### src/rtl/nvme_doorbell_tlp_gen.sv
// Doorbell request FIFO feeding a 1-DW Memory Write TLP generator on the
// 128-bit AXI4-Stream RQ interface, targeting the controller doorbells in BAR0.
module nvme_doorbell_tlp_gen #(
  parameter int unsigned C_DATA_WIDTH        = 128,
  parameter int unsigned AXI4_RQ_TUSER_WIDTH = 62,
  parameter int unsigned KEEP_WIDTH          = C_DATA_WIDTH / 32,
  parameter int unsigned QID_WIDTH           = 4,
  parameter int unsigned FIFO_DEPTH          = 8
) (
  input  logic                           user_clk,
  input  logic                           user_reset,
  input  logic                           user_lnk_up,
  input  logic                           cfg_done,
  input  logic [63:0]                    bar0_addr,
  input  logic [3:0]                     cap_dstrd,
  input  logic [15:0]                    requester_id,
  input  logic                           db_req_valid,
  output logic                           db_req_ready,
  input  logic [QID_WIDTH-1:0]           db_req_qid,
  input  logic                           db_req_is_cq,
  input  logic [15:0]                    db_req_value,
  output logic [C_DATA_WIDTH-1:0]        db_s_axis_rq_tdata,
  output logic [AXI4_RQ_TUSER_WIDTH-1:0] db_s_axis_rq_tuser,
  output logic [KEEP_WIDTH-1:0]          db_s_axis_rq_tkeep,
  output logic                           db_s_axis_rq_tlast,
  output logic                           db_s_axis_rq_tvalid,
  input  logic [3:0]                     db_s_axis_rq_tready,
  output logic                           db_busy,
  output logic [31:0]                    db_issued_cnt
);

  localparam int unsigned PTR_W = $clog2(FIFO_DEPTH);
  localparam int unsigned CNT_W = PTR_W + 1;
  localparam int unsigned ENT_W = QID_WIDTH + 1 + 16;

  typedef enum logic [1:0] {S_IDLE, S_DESC, S_DATA} state_e;

  state_e                         state_q, state_d;
  logic [PTR_W-1:0]               wr_ptr_q, wr_ptr_d, rd_ptr_q, rd_ptr_d;
  logic [CNT_W-1:0]               count_q, count_d;
  logic                           ready_q, ready_d;
  logic                           busy_q, busy_d;
  logic [15:0]                    value_q, value_d;
  logic [31:0]                    issued_q, issued_d;
  logic [C_DATA_WIDTH-1:0]        tdata_q, tdata_d;
  logic [AXI4_RQ_TUSER_WIDTH-1:0] tuser_q, tuser_d;
  logic [KEEP_WIDTH-1:0]          tkeep_q, tkeep_d;
  logic                           tlast_q, tlast_d;
  logic                           tvalid_q, tvalid_d;
  logic [ENT_W-1:0]               mem_q [FIFO_DEPTH];

  logic                           push, pop;
  logic [ENT_W-1:0]               rd_ent;
  logic [63:0]                    addr_c;
  logic                           unused_tready;

  assign unused_tready = ^db_s_axis_rq_tready[3:1];
  assign rd_ent        = mem_q[rd_ptr_q];

  // Doorbell for index 2*qid+is_cq, spaced by 4 << DSTRD bytes above BAR0+0x1000.
  assign addr_c = bar0_addr + 64'h1000
                + (64'(rd_ent[ENT_W-1:16]) << (5'd2 + 5'(cap_dstrd)));

  always_comb begin
    state_d  = state_q;
    wr_ptr_d = wr_ptr_q;
    rd_ptr_d = rd_ptr_q;
    value_d  = value_q;
    issued_d = issued_q;
    tdata_d  = tdata_q;
    tuser_d  = tuser_q;
    tkeep_d  = tkeep_q;
    tlast_d  = tlast_q;
    tvalid_d = tvalid_q;
    push     = db_req_valid & ready_q;
    pop      = 1'b0;

    case (state_q)
      S_IDLE: begin
        if ((count_q != '0) && cfg_done && user_lnk_up) begin
          pop      = 1'b1;
          state_d  = S_DESC;
          value_d  = rd_ent[15:0];
          tvalid_d = 1'b1;
          tlast_d  = 1'b0;
          tkeep_d  = KEEP_WIDTH'(4'hF);
          tuser_d  = AXI4_RQ_TUSER_WIDTH'(8'h0F);
          tdata_d  = C_DATA_WIDTH'({7'd0, 1'b0, 16'd0, 8'h00, requester_id,
                                    1'b0, 4'b0001, 11'd1, addr_c & ~64'h3});
        end
      end
      S_DESC: begin
        if (db_s_axis_rq_tready[0]) begin
          state_d = S_DATA;
          tkeep_d = KEEP_WIDTH'(4'h1);
          tlast_d = 1'b1;
          tdata_d = C_DATA_WIDTH'({16'h0, value_q});
        end
      end
      S_DATA: begin
        if (db_s_axis_rq_tready[0]) begin
          state_d  = S_IDLE;
          issued_d = issued_q + 32'd1;
          tvalid_d = 1'b0;
          tlast_d  = 1'b0;
          tkeep_d  = '0;
          tuser_d  = '0;
          tdata_d  = '0;
        end
      end
      default: state_d = S_IDLE;
    endcase

    if (push) wr_ptr_d = wr_ptr_q + PTR_W'(1);
    if (pop)  rd_ptr_d = rd_ptr_q + PTR_W'(1);
    count_d = count_q + CNT_W'(push) - CNT_W'(pop);
    ready_d = (count_d != CNT_W'(FIFO_DEPTH));
    busy_d  = (count_d != '0) || (state_d != S_IDLE);
  end

  always_ff @(posedge user_clk) begin
    if (user_reset) begin
      state_q  <= S_IDLE;
      wr_ptr_q <= '0;
      rd_ptr_q <= '0;
      count_q  <= '0;
      ready_q  <= 1'b1;
      busy_q   <= 1'b0;
      value_q  <= '0;
      issued_q <= '0;
      tdata_q  <= '0;
      tuser_q  <= '0;
      tkeep_q  <= '0;
      tlast_q  <= 1'b0;
      tvalid_q <= 1'b0;
    end else begin
      state_q  <= state_d;
      wr_ptr_q <= wr_ptr_d;
      rd_ptr_q <= rd_ptr_d;
      count_q  <= count_d;
      ready_q  <= ready_d;
      busy_q   <= busy_d;
      value_q  <= value_d;
      issued_q <= issued_d;
      tdata_q  <= tdata_d;
      tuser_q  <= tuser_d;
      tkeep_q  <= tkeep_d;
      tlast_q  <= tlast_d;
      tvalid_q <= tvalid_d;
    end
  end

  // FIFO storage needs no reset; occupancy is tracked by count_q.
  always_ff @(posedge user_clk) begin
    if (push) mem_q[wr_ptr_q] <= {db_req_qid, db_req_is_cq, db_req_value};
  end

  assign db_req_ready        = ready_q;
  assign db_busy             = busy_q;
  assign db_issued_cnt       = issued_q;
  assign db_s_axis_rq_tdata  = tdata_q;
  assign db_s_axis_rq_tuser  = tuser_q;
  assign db_s_axis_rq_tkeep  = tkeep_q;
  assign db_s_axis_rq_tlast  = tlast_q;
  assign db_s_axis_rq_tvalid = tvalid_q;

endmodule

### config.mk
export PLATFORM = sky130hd
export DESIGN_NAME = nvme_doorbell_tlp_gen
export DESIGN_NICKNAME = d
export VERILOG_FILES = /design/src/rtl/nvme_doorbell_tlp_gen.sv
export SDC_FILE = /design/constraint.sdc
export NUM_CORES = 1
export LEC_CHECK = 0
export CAP_MARGIN = 25
export CORE_ASPECT_RATIO = 1.25
export CORE_MARGIN = 5
export CORE_UTILIZATION = 56
export DETAILED_ROUTE_END_ITERATION = 10
export GPL_TIMING_DRIVEN = 0
export PLACE_DENSITY = 0.86
export SYNTH_ARGS = -nofsm -noshare
export SYNTH_HDL_FRONTEND = slang
export SYNTH_SLANG_ARGS = --single-unit
### constraint.sdc
create_clock -name user_clk -period 10.74 [get_ports user_clk]
set_input_delay 2.148 -clock user_clk [delete_from_list [all_inputs] [get_ports user_clk]]
set_output_delay 2.148 -clock user_clk [all_outputs]
set_load 0.1 [all_outputs]
### Word level (Yosys, flattened, before mapping)

Memory sizes are Yosys's and may differ from the RTL's. A register that Yosys moved wholly into a read port is not among the register bits.
Cells that the tools add are included.

* register bits after elaboration: 258
* RAM bits: 168
* bits of input ports: 114
* output and inout bits: 230
* word-level logic and storage cells: 70
* memories: 1

Memories
* mem_q: depth 8, bits a word 21, read ports 1, clocked after memory_dff 1, write ports 1, RTL line 50 `logic [ENT_W-1:0] mem_q [FIFO_DEPTH];`

* $add $sub $neg: 8
* equal/unequal tests: 6
* shifts and indexed selects: 1
* muxes and demuxes: 27
* bitwise logic cells: 1
* reduce and logical (&&, ||, !) cells: 13

Operator list (count)
* $mux W128: 3
* $pmux W128 S3: 1
* $mux W62: 2
* $pmux W62 S2: 1
* $add A64 B13 Y64 const B: 1
* $add A64 B64 Y64: 1
* $shl A5 B5 Y64: 1
* $add A32 B1 Y32 const B: 1
* $mux W4: 3
* $pmux W4 S3: 1
* $mux W1: 8
* $reduce_bool A4 Y1: 2
* $add A3 B1 Y3 const B: 2
* $mux W2: 3
* $mux W3: 2
* $ne A2 B2 Y1 const B: 3
* $pmux W2 S3: 1
* $add A2 B4 Y5 const A: 1
* $add A4 B1 Y4: 1
* $ne A4 B4 Y1 const B: 1
* $reduce_and A2 Y1: 2
* $reduce_and A4 Y1: 1
* $reduce_bool A2 Y1: 2
* $sub A4 B1 Y4: 1
* other kinds (10): 11

### Longest topological paths before layout

* depth in word-level cells: 8
* gate-level depth with buffers: 21
* depth with buffers taken out: 19

### Worst setup path before layout

OpenSTA, ideal clock, no wires.

* path type: input port to flip-flop
* start: in cap_dstrd[1]
* end: reg tdata_q[41], in the netlist db_s_axis_rq_tdata[41]
* library setup time: 0.122 ns
* arrival: 6.140 ns
* required time: 10.618 ns
* slack: 4.478 ns
* stages: 15
* buffers on the path: 2
* cell sequence: ha_1 -> buf_1 -> clkbuf_1 -> nor2_1 -> and2_1 -> ha_1 -> fa_1 -> a21o_1 -> a221o_1 -> o211ai_1 -> a2111oi_0 -> o21ai_0 -> nand2_1 -> and3_1 -> a221o_1

* word-level cells in the longest chain between the ends: 5

Ends and longest elaborated chain
* start, declared: RTL line 15 `input logic [3:0] cap_dstrd,`
* $add A2 B4 Y5: RTL line 62 `+ (64'(rd_ent[ENT_W-1:16]) << (5'd2 + 5'(cap_dstrd)));`
* $shl A5 B5 Y64: RTL line 62
* $add A64 B64 Y64: RTL line 62
* $mux W128: RTL line 80 `if ((count_q != '0) && cfg_done && user_lnk_up) begin`
* $pmux W128 S3: RTL line 78 `case (state_q)`
* end signal, assigned: RTL line 145 `tdata_q <= tdata_d;`
* end, declared: RTL line 45 `logic [C_DATA_WIDTH-1:0] tdata_q, tdata_d;`

Every way passes these cells. The select of a mux whose other input is x is not followed.
A chain may end at the register's enable or synchronous reset.

### Worst setup path in the final report

Same ends and word-level chain as after synthesis.

==> key figures <==
Clock tree
  • Root buffer cell: clkbuf_16
  • CTS Sinks: 317
  • CTS tree: done
  • Clock latency on the worst-skew pair: 570 ps
  • H-tree levels: 1
  • Worst-case clock buffer depth: 3
  • Hold_buf cts: 0
  • Setup Buffers After CTS: 0
  • CTS resizes: 0
  • CTS buffer count: 29
  • Clock Pin Slew Worst Setup and Hold Paths: 70 ps

Floorplan
  • Die W: 163.5 um
  • Rows: 70
  • Initial Util: 56.54%
  • Top Ports: 344
  • Die area: 33,000 um^2
  • Die height: 201.9 um
  • Core Box Area: 29,170 um^2

Critical path
  • Crit-path cells: clkdlybuf4s50_1, ha_1, buf_1, clkbuf_1, a21oi_1, nor2_1, ha_1, ha_1, and3_1, a221o_1, o211ai_1, a2111oi_0, o21ai_0, nand2_1, and3_1, a221o_1
  • Crit path launch type: primary input
  • Slowest CP cell: o21ai_0
  • Data arrival time of the worst path: 8050 ps
  • Crit path capture type: register
  • Slowest stage delay, CP: 800 ps
  • Reg2reg setup slack: 3660 ps
  • Worst reg2reg path depth: 19
  • R2r endpoint: db_s_axis_rq_tdata[41]$_SDFFE_PP0P_
  • Data required time of the worst path: 11,190 ps
  • Kind of critical path: in -> reg
  • Most frequent CP cell: ha_1
  • Maximum net fanout on the critical path: 10

Worst hold path
  • Worst Hold Launch: db_s_axis_rq_tdata[58]$_SDFFE_PP0P_
  • Worst Hold Depth: 2
  • Worst Hold Class: reg -> reg
  • WHS Endpoint: db_s_axis_rq_tdata[58]$_SDFFE_PP0P_

Synthesis
  • Mapped Area: 16,490 um^2
  • FF+latch count, synth: 317
  • Dominant synthesized flop cell: edfxtp_1
  • Seq/Total Area, Yosys: 48.68%
  • Asr flop ratio synth: 0%
  • Top cell type's share of synthesized area: 30.59%
  • Number of synthesized flops with an enable pin: 168
  • Synth Area per Inst: 10.69 um^2
  • Area leader, netlist: edfxtp_1
  • Syn Inst Count: 1,542
  • Yosys warnings: 0
  • Yosys cell types: 67
  • Top post-synthesis cells by area: edfxtp_1, dfxtp_1, ha_1, mux4_2, buf_4

STA
  • Final Hold Vio Count: 0
  • RSZ-0062 raised after global routing: no
  • Final worst clock skew: 13.12 ps
  • Period utilization: 70.83%
  • Peak Freq: 0.1315 GHz
  • Final setup fails: 0
  • Setup TNS: 0 ps
  • Worst Tran Pin Value: 1089 ps
  • Final Critical Period: 7607 ps
  • Slew headroom: 26.90%
  • Max Slew Vio Count: 0

Cells and area
  • Post-Layout Cell Count: 2,348
  • Commonest non-fill, non-tap cell in the layout: clkdlybuf4s50_1
  • Share of cells above drive strength 1: 12.56%
  • Net count, final: 2,129
  • Fill count: 2,054
  • Most frequent cells in the layout: clkdlybuf4s50_1, edfxtp_1, dfxtp_1, nand2_1, nor2_1
  • Syn-to-layout area delta: 27.37%

Placed design
  • Port Buffers: 234
  • Detailed Place HPWL: 36.12 mm
  • Gpl congestion: 0.9158
  • Placed insts: 2,290

GRT
  • Initial antenna violation count: 1
  • First-pass GRT wire length: 72.71 mm
  • GRT Resource Usage Total: 27.86%
  • Vias in the first global route: 13,300
  • GRT overflow: 0
  • Largest net degree at the start of global routing: 16

Routing
  • DRC viols: 0
  • Routed length per placed instance: 20.27 um
  • Via-to-Cell Ratio: 5.629
  • Detailed-route via count: 13,220
  • Remaining antenna violation count: 0
  • DR pass1 iterations: 7
  • Starting DRT DRC Count: 1,017
  • Routed WL: 47.60 mm

Outcome
  • Status: complete, no violations

Flow run
  • Total of max-cap violations: 0

Pwr
  • PwrDens: 223.8 nW/um^2
  • Maximum vdd drop: 0.1731 mV
  • Static Leakage: 7.922 nW
-- through the flow --
stage	hold WS (ps)	instance area (um^2)	setup slack (ps)	power [mW]	utilization, %
after global placement	434.4	19720	2730	3.535	67.62
after CTS	451.9	20960	3269	4.701	71.88
after floorplan	448.3	16880	4478	3.063	-
after global routing	473.9	21000	3031	4.876	72.02
final	448.9	21000	3133	4.700	72.02
after detailed placement	439.2	19930	2693	3.580	68.34
-- report_power, final --
| group | internal, mW | switching, mW |
|---|---|---|
| combinational | 0.551 | 1.52 |
| sequential | 1.42 | 0.0957 |
| clock | 0.656 | 0.453 |
| total | 2.63 | 2.07 |
-- worst max path at each step --
| stage | slack, ps | cells after the start | to | from |
|---|---|---|---|---|
| 2_1_floorplan | 4480 | 15 | db_s_axis_rq_tdata[41]$_SDFFE_PP0P_ | cap_dstrd[1] |
| 3_3_place_gp | 2730 | 16 | db_s_axis_rq_tdata[41]$_SDFFE_PP0P_ | cap_dstrd[1] |
| 3_5_place_dp | 2690 | 16 | db_s_axis_rq_tdata[41]$_SDFFE_PP0P_ | cap_dstrd[1] |
| 4_1_cts | 3270 | 16 | db_s_axis_rq_tdata[41]$_SDFFE_PP0P_ | cap_dstrd[1] |
| 5_1_grt | 3030 | 16 | db_s_axis_rq_tdata[41]$_SDFFE_PP0P_ | cap_dstrd[1] |
| 6_report | 3130 | 16 | db_s_axis_rq_tdata[41]$_SDFFE_PP0P_ | cap_dstrd[1] |
-- cell usage after synthesis (all sizes together) (8+ instances only) --
| cell type | n |
|---|---|
| and2 | 10 |
| clkbuf | 60 |
| buf | 122 |
| mux4 | 42 |
| and4 | 8 |
| a211oi | 36 |
| a21o | 14 |
| edfxtp | 168 |
| o211ai | 9 |
| xor2 | 36 |
| o21bai | 8 |
| mux2i | 23 |
| and3 | 16 |
| a2111oi | 8 |
| or3 | 10 |
| nand3 | 37 |
| inv | 35 |
| nor3 | 23 |
| xnor2 | 52 |
| nand4 | 19 |
| o21ai | 82 |
| a31oi | 14 |
| ha | 85 |
| dfxtp | 149 |
| nand2 | 146 |
| a21oi | 82 |
| nand3b | 20 |
| nor2 | 137 |
| nand2b | 9 |
-- flip-flops by register name (all words and copies together), names as in the netlist, named ones only --
signal,count
count_q,4
db_busy,1
db_issued_cnt,32
db_req_ready,1
db_s_axis_rq_tdata,80
db_s_axis_rq_tkeep,2
db_s_axis_rq_tlast,1
db_s_axis_rq_tuser,1
mem_q,168
rd_ptr_q,3
state_q,2
value_q,16
wr_ptr_q,3
-- final cells by class --
| cell class | count | area, um^2 | share of cell area (%) |
|---|---|---|---|
| sequential | 317 | 8028 | 38.22 |
| multi-input combinational | 1113 | 7650 | 36.42 |
| timing repair buffer | 250 | 2555 | 12.16 |
| buffer | 182 | 1110 | 5.284 |
| clock buffer | 34 | 764.5 | 3.640 |
| tap | 396 | 495.5 | 2.359 |
| clock inverter | 20 | 267.8 | 1.275 |
| inverter | 35 | 131.4 | 0.6255 |
| antenna | 1 | 2.502 | 0.01191 |
-- critical path, delay by kind of cell --
family          cells  cell delay (ps)
compound gates      6             2490
buf+inv             3             1330
fa+ha+maj           3             1110
simple gates        4              980
-- layer usage --
metal | share of wire, % | routed length [um] | GRT usage, %
met1 | 35 | 16730 | 29.99
met2 | 54 | 25740 | 53.86
met3 | 6.4 | 3043 | 4.181
met5 | 0 | 0 | 0
met4 | 4.4 | 2079 | 10.91
-- logic make-up (layout without fill, tap and decap cells) --
logic type      count (synthesis)  after routing  share of synthesized area (%)
buf+inv                       217            521                          7.527
flops                         317            317                          48.68
compound gates                303            303                          11.79
xor+xnor                       88             88                          4.674
fa+ha+maj                      87             87                          6.692
simple gates                  457            457                          12.96
other cells                     1            107                        0.02274
mux                            72             72                          7.656
(Power assumes the default switching activity.)
